## src/rtl/program_loader_pkg.sv

```systemverilog
// Shared types and sizing for the SUBLEQ boot loader.
package program_loader_pkg;

   localparam int WORD_SIZE      = 16;
   localparam int BYTES_PER_WORD = WORD_SIZE / 8;

   typedef enum logic [2:0] {
      IDLE,
      LEN_HI,
      LEN_LO,
      PAYLOAD,
      WRITE,
      CHECK,
      DONE,
      ERROR
   } loader_state_t;

endpackage

```

## src/rtl/program_loader_if.sv

```systemverilog
// Byte stream in, memory write port out; slave is the loader side.
interface program_loader_if
   import program_loader_pkg::*;
#(
   parameter int WORD_SIZE = program_loader_pkg::WORD_SIZE,
   parameter int ADDR_W    = 8
);
   logic [7:0]           in_data;
   logic                 in_valid;
   logic                 in_ready;
   logic [ADDR_W-1:0]    mem_addr;
   logic [WORD_SIZE-1:0] mem_data;
   logic                 mem_write;

   modport master (
      output in_data, in_valid,
      input  in_ready, mem_addr, mem_data, mem_write
   );

   modport slave (
      input  in_data, in_valid,
      output in_ready, mem_addr, mem_data, mem_write
   );
endinterface

```

## src/rtl/program_loader_byte_packer.sv

```systemverilog
// Shifts accepted bytes MSB-first into a word; pulses word_valid the cycle after the last byte.
module program_loader_byte_packer
   import program_loader_pkg::*;
#(
   parameter int WORD_SIZE = program_loader_pkg::WORD_SIZE
) (
   input  logic                 clk,
   input  logic                 rst_n,
   input  logic                 clr,
   input  logic                 byte_valid,
   input  logic [7:0]           byte_in,
   output logic [WORD_SIZE-1:0] word,
   output logic                 word_done,
   output logic                 word_valid
);
   localparam int BPW   = WORD_SIZE / 8;
   localparam int CNT_W = (BPW > 1) ? $clog2(BPW) : 1;

   logic [WORD_SIZE-1:0] word_q, word_d;
   logic [CNT_W-1:0]     cnt_q, cnt_d;
   logic                 word_valid_q, word_valid_d;

   always_comb begin
      word_d       = word_q;
      cnt_d        = cnt_q;
      word_valid_d = 1'b0;
      word_done    = byte_valid && (cnt_q == CNT_W'(BPW - 1));
      if (clr) begin
         word_d = '0;
         cnt_d  = '0;
      end else if (byte_valid) begin
         word_d       = (word_q << 8) | WORD_SIZE'(byte_in);
         cnt_d        = word_done ? '0 : cnt_q + 1'b1;
         word_valid_d = word_done;
      end
   end

   always_ff @(posedge clk) begin
      if (!rst_n) begin
         word_q       <= '0;
         cnt_q        <= '0;
         word_valid_q <= 1'b0;
      end else begin
         word_q       <= word_d;
         cnt_q        <= cnt_d;
         word_valid_q <= word_valid_d;
      end
   end

   assign word       = word_q;
   assign word_valid = word_valid_q;
endmodule

```

## src/rtl/program_loader.sv

```systemverilog
// Boot loader: parses a length-prefixed, XOR-checked byte frame into program memory, then releases the core.
module program_loader
   import program_loader_pkg::*;
#(
   parameter int  WORD_SIZE = program_loader_pkg::WORD_SIZE,
   parameter int  MEM_DEPTH = 256,
   localparam int ADDR_W    = $clog2(MEM_DEPTH)
) (
   input  logic              clk,
   input  logic              rst_n,
   input  logic              start,
   program_loader_if.slave   bus,
   output logic              cpu_run,
   output logic              busy,
   output logic              error,
   output logic [15:0]       words_loaded
);
   loader_state_t state_q, state_d;
   logic [15:0]   n_q, n_d;
   logic [7:0]    chk_q, chk_d;
   logic [15:0]   wl_q, wl_d;
   logic          in_ready_q, in_ready_d;
   logic          busy_q, busy_d;
   logic          error_q, error_d;
   logic          cpu_run_q, cpu_run_d;
   logic          xfer, pack_clr, pack_valid, word_done, word_valid;
   logic [WORD_SIZE-1:0] packed_word;
   logic [15:0]   n_full;

   assign xfer   = bus.in_valid && in_ready_q;
   assign n_full = {n_q[15:8], bus.in_data};

   program_loader_byte_packer #(.WORD_SIZE(WORD_SIZE)) u_packer (
      .clk        (clk),
      .rst_n      (rst_n),
      .clr        (pack_clr),
      .byte_valid (pack_valid),
      .byte_in    (bus.in_data),
      .word       (packed_word),
      .word_done  (word_done),
      .word_valid (word_valid)
   );

   always_comb begin
      state_d    = state_q;
      n_d        = n_q;
      chk_d      = chk_q;
      wl_d       = wl_q;
      error_d    = error_q;
      cpu_run_d  = cpu_run_q;
      pack_clr   = 1'b0;
      pack_valid = 1'b0;
      unique case (state_q)
         IDLE, DONE, ERROR: begin
            if (start) begin
               state_d   = LEN_HI;
               error_d   = 1'b0;
               cpu_run_d = 1'b0;
               wl_d      = '0;
               chk_d     = '0;
               pack_clr  = 1'b1;
            end
         end
         LEN_HI: if (xfer) begin
            n_d[15:8] = bus.in_data;
            chk_d     = chk_q ^ bus.in_data;
            state_d   = LEN_LO;
         end
         LEN_LO: if (xfer) begin
            n_d   = n_full;
            chk_d = chk_q ^ bus.in_data;
            // Oversize frames are refused before any word reaches memory.
            if (n_full > 16'(MEM_DEPTH)) begin
               state_d = ERROR;
               error_d = 1'b1;
            end else if (n_full == 16'd0) begin
               state_d = CHECK;
            end else begin
               state_d = PAYLOAD;
            end
         end
         PAYLOAD: if (xfer) begin
            pack_valid = 1'b1;
            chk_d      = chk_q ^ bus.in_data;
            if (word_done) state_d = WRITE;
         end
         WRITE: begin
            wl_d    = wl_q + 16'd1;
            state_d = (wl_q + 16'd1 == n_q) ? CHECK : PAYLOAD;
         end
         CHECK: if (xfer) begin
            if (bus.in_data == chk_q) begin
               state_d   = DONE;
               cpu_run_d = 1'b1;
            end else begin
               state_d = ERROR;
               error_d = 1'b1;
            end
         end
         default: state_d = IDLE;
      endcase
      in_ready_d = (state_d == LEN_HI) || (state_d == LEN_LO) ||
                   (state_d == PAYLOAD) || (state_d == CHECK);
      busy_d     = in_ready_d || (state_d == WRITE);
   end

   always_ff @(posedge clk) begin
      if (!rst_n) begin
         state_q    <= IDLE;
         n_q        <= '0;
         chk_q      <= '0;
         wl_q       <= '0;
         in_ready_q <= 1'b0;
         busy_q     <= 1'b0;
         error_q    <= 1'b0;
         cpu_run_q  <= 1'b0;
      end else begin
         state_q    <= state_d;
         n_q        <= n_d;
         chk_q      <= chk_d;
         wl_q       <= wl_d;
         in_ready_q <= in_ready_d;
         busy_q     <= busy_d;
         error_q    <= error_d;
         cpu_run_q  <= cpu_run_d;
      end
   end

   // During WRITE the counter still holds the index of the word being stored.
   assign bus.mem_addr  = wl_q[ADDR_W-1:0];
   assign bus.mem_data  = packed_word;
   assign bus.mem_write = word_valid;
   assign bus.in_ready  = in_ready_q;
   assign cpu_run       = cpu_run_q;
   assign busy          = busy_q;
   assign error         = error_q;
   assign words_loaded  = wl_q;
endmodule
```

## src/flat_wrapper.sv

```systemverilog
// flat-port wrapper written by rule: the top's interface ports become plain ports
module program_loader_flat import program_loader_pkg::*;
#(
   parameter int  WORD_SIZE = program_loader_pkg::WORD_SIZE,
   parameter int  MEM_DEPTH = 256,
   localparam int ADDR_W    = $clog2(MEM_DEPTH)
)
  (clk, rst_n, start, cpu_run, busy, error, words_loaded, bus_in_data, bus_in_valid, bus_in_ready, bus_mem_addr, bus_mem_data, bus_mem_write);
  program_loader_if #(.WORD_SIZE(WORD_SIZE)) bus_i ();
  input  logic clk;
  input  logic rst_n;
  input  logic start;
  output logic cpu_run;
  output logic busy;
  output logic error;
  output logic [15:0] words_loaded;
  input wire logic [$bits(bus_i.in_data)-1:0] bus_in_data;
  input wire logic [$bits(bus_i.in_valid)-1:0] bus_in_valid;
  output wire logic [$bits(bus_i.in_ready)-1:0] bus_in_ready;
  output wire logic [$bits(bus_i.mem_addr)-1:0] bus_mem_addr;
  output wire logic [$bits(bus_i.mem_data)-1:0] bus_mem_data;
  output wire logic [$bits(bus_i.mem_write)-1:0] bus_mem_write;
  assign bus_i.in_data = bus_in_data;
  assign bus_i.in_valid = bus_in_valid;
  assign bus_in_ready = bus_i.in_ready;
  assign bus_mem_addr = bus_i.mem_addr;
  assign bus_mem_data = bus_i.mem_data;
  assign bus_mem_write = bus_i.mem_write;
  program_loader #(.WORD_SIZE(WORD_SIZE), .MEM_DEPTH(MEM_DEPTH)) u_core (.clk(clk), .rst_n(rst_n), .start(start), .bus(bus_i), .cpu_run(cpu_run), .busy(busy), .error(error), .words_loaded(words_loaded));
endmodule
```

## config.mk

```make
export PLATFORM = sky130hd
export DESIGN_NAME = program_loader_flat
export DESIGN_NICKNAME = d
export VERILOG_FILES = /design/src/rtl/program_loader_pkg.sv /design/src/rtl/program_loader_if.sv /design/src/rtl/program_loader_byte_packer.sv /design/src/rtl/program_loader.sv /design/src/flat_wrapper.sv
export SDC_FILE = /design/constraint.sdc
export NUM_CORES = 1
export LEC_CHECK = 0
export CAP_MARGIN = 25
export CORE_ASPECT_RATIO = 2
export CORE_MARGIN = 1.5
export CORE_UTILIZATION = 40
export DETAILED_ROUTE_END_ITERATION = 7
export PLACE_DENSITY_LB_ADDON = 0.1
export SYNTH_ARGS = -nofsm -noshare
export SYNTH_HDL_FRONTEND = slang
export SYNTH_SLANG_ARGS = --single-unit
```

## constraint.sdc

```tcl
create_clock -name clk -period 4.3 [get_ports clk]
set_input_delay 0.86 -clock clk [delete_from_list [all_inputs] [get_ports clk]]
set_output_delay 0.86 -clock clk [all_outputs]
set_load 0.03 [all_outputs]
```

---- After elaboration in Yosys (flattened, before gate mapping) ----
Cells that the tools add are included.
word-level totals
  input port bits ......................... 12
  bits in registers ....................... 65
cells by class
  magnitude comparators ................... 1
  equality and inequality tests ........... 21
  multiplexer cells ....................... 32
  bitwise gates (word level) .............. 5
  add/sub/neg operators ................... 2
  reductions and logical operators ........ 22
operator list
  operator                                                                           number
  16-bit one-hot mux with 2 select lines                                             1
  8-bit one-hot mux with 2 select lines                                              2
  3-bit 2-to-1 mux                                                                   9
  8-bit 2-to-1 mux                                                                   3
  3-bit equality test (second input constant)                                        6
  3-bit one-hot mux with 6 select lines                                              1
  16-bit by 1-bit adder with 16-bit output (second input constant)                   1
  16-bit equality test                                                               1
  16-bit by 9-bit greater-than comparator with 1-bit output (second input constant)  1
  16-bit logical NOT                                                                 1
  16-bit 2-to-1 mux                                                                  1
  16-bit by 8-bit OR with 16-bit output                                              1
  1-bit 2-to-1 mux                                                                   13
  3-bit by 2-bit equality test with 1-bit output (second input constant)             4
  2-bit by 1-bit != test with 1-bit output (second input constant)                   5
  3-bit OR reduction                                                                 3
  8-bit equality test                                                                1
  8-bit bitwise XOR                                                                  1
  3-bit by 1-bit equality test with 1-bit output (second input constant)             2
  3-bit AND reduction                                                                2
  6-bit AND reduction                                                                1
  2-bit nonzero test                                                                 3
  1-bit logical OR                                                                   4
  2-bit != test (second input constant)                                              2
  10 further kinds                                                                   14

---- Depth between registers and ports, before layout ----
  depth after elaboration ................. 12
  mapped depth ............................ 8
  mapped depth without buffers ............ 7

---- Hierarchy ----
Synthesis repeated with hierarchy kept, for this count alone.
second synthesis, totals
  cell total of the unflattened synthesis .. 433
  area total of the unflattened synthesis .. 3,592.2 um^2
modules (own cells, without submodules)
  module                      cells each  area an instance (um^2)  instances  seq. area each (um^2)
  program_loader              373         2,931.6                  1          940.9
  program_loader_byte_packer  60          660.6                    1          360.3

---- Worst setup path before layout ----
Ideal clock, no wire load.
  path kind ............................... reg2reg
  start point ............................. register u_core.wl_q[0] (netlist: u_core.words_loaded[0])
  end point ............................... register u_core.state_q[2]
  slack ................................... 1.883 ns
  cell stages (with the launch flop) ...... 8
  data arrival time ....................... 2.357 ns
  library setup time ...................... 0.060 ns
  clock period less this slack ............ 2.417 ns
  cell sequence ........................... dfxtp_1 > ha_1 > nand3_1 > or4_4 > xnor2_2 > nor4_1 > o2111a_1 > a41o_1
between the ends
  cells in the longest elaborated chain, start to end .. 4
ends and longest elaborated chain
  element                                   line                   RTL
  from (decl)                               program_loader.sv:21   logic [15:0] wl_q, wl_d;
  from (signal assigned)                    program_loader.sv:121  wl_q <= wl_d;
  16-bit by 1-bit adder with 16-bit output  program_loader.sv:89   state_d = (wl_q + 16'd1 == n_q) ? CHECK : PAYLOAD;
  16-bit equality test                      program_loader.sv:89
  3-bit 2-to-1 mux                          program_loader.sv:89
  3-bit one-hot mux with 6 select lines     program_loader.sv:53   unique case (state_q)
  to (signal assigned)                      program_loader.sv:118  state_q <= state_d;
  to (decl)                                 program_loader.sv:18   loader_state_t state_q, state_d;
No other way between the ends.
A chain may end at the register's enable or synchronous reset.

---- Worst setup path after layout ----
  start point ............................. input port bus_in_data[4]
  end point ............................... register u_core.busy_q (netlist: u_core.busy)
between the ends
  cells in the longest elaborated chain, start to end .. 10
  elaborated cells between the ends (all ways) .. 18
  those cells by class .................... order compare (1); eq/ne (6); mux (6); reduce/logical (5)
ends and longest elaborated chain
  element                                                                                                            line                   RTL
  from (decl)                                                                                                        flat_wrapper.sv:17     input wire logic [$bits(bus_i.in_data)-1:0] bus_in_data;
  parallel branches: the longest is 4 deep, another holds 16-bit by 9-bit greater-than comparator with 1-bit output  n/a
  3-bit one-hot mux with 6 select lines (*)                                                                          program_loader.sv:53
  3-bit by 1-bit equality test with 1-bit output or 3-bit by 2-bit equality test with 1-bit output (tied branches)   program_loader.sv:102  in_ready_d = (state_d == LEN_HI) || (state_d == LEN_LO) ||
  1-bit logical OR (2 in series)                                                                                     program_loader.sv:102
  1-bit logical OR                                                                                                   program_loader.sv:103  (state_d == PAYLOAD) || (state_d == CHECK);
  1-bit logical OR (*)                                                                                               program_loader.sv:104  busy_d = in_ready_d || (state_d == WRITE);
  to (signal assigned)                                                                                               program_loader.sv:123  busy_q <= busy_d;
  to (decl)                                                                                                          program_loader.sv:23   logic busy_q, busy_d;
Mark *: on every way between the ends.

==> metrics.md <==
| Metric | Value |
|---|---|
| Drt pass-1 iters | `4` |
| Psw | `0.344 mW` |
| Initial DRC Count | `183` |
| Register area | `1300 µm²` |
| Register area share after synthesis | `36.5%` |
| Kind of critical path | `in2reg` |
| Area Growth Syn to Fin | `23.6%` |
| Nets | `491` |
| CTS tree | `yes` |
| Lkg Pwr | `1.57 nW` |
| Clock tree buffer depth | `2` |
| Unique masters post-synth | `52` |
| Pwr dens | `337 nW/µm²` |
| Peak supply drop | `232 µV` |
| Critical Path Source | `bus_in_data[4]` |
| R2R Path Start | `u_core.words_loaded[0]` |
| Unrepaired setup endpoints after global routing | `no` |
| Core Rows | `48` |
| Area of the die | `9520 µm²` |
| Setup crit end kind | `register` |
| Reg2Reg Setup Slack | `1660 ps` |
| Chip height | `136 µm` |
| Final Max Tran Viols | `0` |
| Routed len/inst | `16.8 µm` |
| Layout Skew | `4.91 ps` |
| Asr flop ratio synth | `0%` |
| Grt met2 use | `41.5%` |
| Setup violators final | `0` |
| Cell internal pwr | `1.14 mW` |
| I/O Pins | `57` |
| Critical path fanouts, max | `6` |
| Final core utilization | `50.9%` |
| Design area | `4400 µm²` |
| Status | `completed` |
| Hold path start | `u_core.u_packer.word[9]` |
| Dpl cell area | `4110 µm²` |
| Seq pwr share | `42.4%` |
| GRT Max-Usage Layer | `met2` |
| Worst Path Required | `4510 ps` |
| Ant. Diodes | `0` |
| Worst r2r path cells | `7` |
| Initial core utilization | `41.2%` |
| Area of the multi-input gates | `2060 µm²` |
| Clk Tree Root Cell | `clkbuf_16` |
| Post-DRT Antenna Nets | `0` |
| Worst-Margin Slew | `790 ps` |
| Post-route clock period utilization | `62.9%` |
| Total clock sinks | `65` |
| Synthesized area per cell | `8.04 µm²` |
| First-pass GRT wire length | `15,900 µm` |
| GRT Overall Usage | `21.4%` |
| Number of max-cap violations | `0` |
| Switch share | `23.2%` |
| Cts bufs inserted | `9` |
| Slew headroom | `47.4%` |
| Vias in the first global route | `3,068` |
| Main flop type after synthesis | `dfxtp_1` |
| Fmax | `370 MHz` |
| DRC violations left | `0` |
| Largest family of logic cells by synthesized area | `simple AND/OR/NAND/NOR gates` |
| Worst skew pair latency | `320 ps` |
| Mux share of post-synthesis cell area | `4.53%` |
| Hpwl dp | `7260 µm` |
| Critical R2R Capture | `u_core.state_q[2]` |
| Number of synthesized flops with an enable pin | `0` |
| Startpoint types | `primary input` |
| Routed WL | `9770 µm` |
| Largest net degree at the start of global routing | `45` |
| Synth Area in Adders | `0.351%` |
| Syn Nets | `456` |
| IO buf count | `56` |
| Worst-path clk slew | `50 ps` |
| CP Cell Sequence | `clkdlybuf4s50_1 > nand2b_1 > nand4_1 > o311a_1 > o221a_1 > mux2_2 > or2_1` |
| Gate power share | `8.6%` |
| Setup_tns | `0 ps` |
| Period minus WS final | `2700 ps` |
| Synth Area in Compound Gates | `17.2%` |
| Hold Buf Count CTS | `0` |
| Synth Area in XOR/XNOR | `7.80%` |
| Post-cts sizing count | `0` |
| Grt met1 use | `21.8%` |
| CP arrival | `2920 ps` |
| Core Area | `8650 µm²` |
| Synth Instances | `443` |
| Met3 global-route usage | `3.26%` |
| Fraction of layout cells with a size suffix above 1 | `5.60%` |
| Mapped Area | `3560 µm²` |
| CP endpoint | `u_core.busy` |
| Hold Slack | `455 ps` |
| Routability congestion estimate from global placement | `0.856` |
| DIE WIDTH | `69.7 µm` |
| Yosys reg bits | `65` |
| Synth Warn # | `0` |
| Post-detailed-route via-to-cell ratio | `5.51` |
| CP max stage delay | `620 ps` |
| Grt total ovfl | `0` |
| Slowest CP cell | `clkdlybuf4s50_1` |
| Post-CTS Setup Bufs | `0` |
| Hold WC Path Type | `reg2reg` |
| Initial antenna violation count | `0` |
| Fillers | `872` |
| Post-Synth Simple-Gate Area | `27.9%` |
| Clk pwr share | `49.1%` |
| H-tree Lvls | `3` |
| Fin. Hold Viols | `0` |
| Routed vias | `3,208` |
## worst min-delay path by stage
stage / end / slack [ps] / depth (start not counted)
after global placement: u_core.u_packer.word[15] / 450 / 2
after detailed placement: u_core.u_packer.word[10] / 450 / 2
after CTS: u_core.u_packer.word[8] / 460 / 2
after floorplan: u_core.u_packer.word_valid / 450 / 2
final: u_core.u_packer.word[9] / 460 / 2
after global routing: u_core.u_packer.word[10] / 470 / 2
## critical path, delay by kind of cell
kind	cells	cell delay [ps]
buffers and inverters	1	620
muxes	1	270
and+or+nand+nor	3	490
AOI/OAI and AO/OA	2	680
## synth_stat cells, types with 7 or more instances
library cell	instances	area, µm²
dfxtp_1	65	1300
nand2_1	57	214
o21ai_0	30	150
nor2b_1	29	181
a21oi_1	22	110
nor2_1	21	78.8
clkbuf_1	19	71.3
nand3_1	19	95.1
xnor2_1	17	149
nor3_1	16	80.1
mux2i_1	15	150
nand2b_1	12	75.1
a21boi_0	11	82.6
xor2_1	11	96.3
a22oi_1	9	67.6
buf_4	8	60.1
inv_1	7	26.3
nor4_1	7	43.8
## cell families (layout without fill, tap and decap cells)
kind of cell / after synthesis / count (layout)
adders and majority gates: 1 / 1
DFF: 65 / 65
buffers and inverters: 43 / 82
xor gates and xnor gates: 30 / 30
and+or+nand+nor: 190 / 190
muxes: 16 / 16
AOI/OAI and AO/OA: 98 / 98
## metrics by stage
stage	power [mW]	worst slack [ps]	instances
finish	1.48	1600	582
global route	1.53	1480	582
CTS	1.50	1600	582
detailed placement	0.769	1260	567
global placement	0.767	1300	566
floorplan	0.720	1880	443
## layer usage
metal / share of wire (%) / wire length [µm]
met1: 38 / 3720
met2: 56 / 5460
met3: 2.4 / 239
met4: 3.6 / 354
met5: 0 / 0
## cell usage in the layout (no fill, tap or decap), types with 3 or more instances in the layout
cell / count
dfxtp_1: 65
nand2_1: 57
clkdlybuf4s50_1: 56
o21ai_0: 30
nor2b_1: 29
a21oi_1: 22
nor2_1: 21
nand3_1: 19
xnor2_1: 17
nor3_1: 16
mux2i_1: 15
nand2b_1: 12
a21boi_0: 11
xor2_1: 11
a22oi_1: 9
clkbuf_16: 9
inv_1: 7
nor4_1: 7
and2_1: 6
a31oi_1: 6
o21a_1: 5
nand4_1: 5
and3_1: 4
buf_4: 3
## state kept, by name, indices dropped and copies added, names as in the netlist
register and cells:
u_core.words_loaded 16, u_core.u_packer.word 16, u_core.n_q 16, u_core.cpu_run 1
u_core.u_packer.cnt_q 1, u_core.chk_q 8, u_core.state_q 3, u_core.busy 1
u_core.u_packer.word_valid 1, u_core.bus.in_ready 1, u_core.error 1
## power groups by stage
| stage | Clock, mW | Combinational (mW) | Sequential [mW] |
|---|---|---|---|
| floorplan | 0 | 0.0785 | 0.642 |
| global placement | 0 | 0.126 | 0.641 |
| detailed placement | 0 | 0.128 | 0.641 |
| CTS | 0.743 | 0.128 | 0.628 |
| global route | 0.760 | 0.139 | 0.629 |
| finish | 0.727 | 0.127 | 0.628 |
## area by class of cell
| type | count | area share, % |
|---|---|---|
| inverters | 7 | 0.597 |
| repair buffers | 60 | 13.5 |
| clock buffers | 12 | 5.83 |
| flip-flops and latches | 65 | 29.6 |
| clock inverters | 3 | 0.910 |
| well taps | 100 | 2.84 |
| multi-input cells | 335 | 46.8 |
Power figures use the tool's default switching activity.
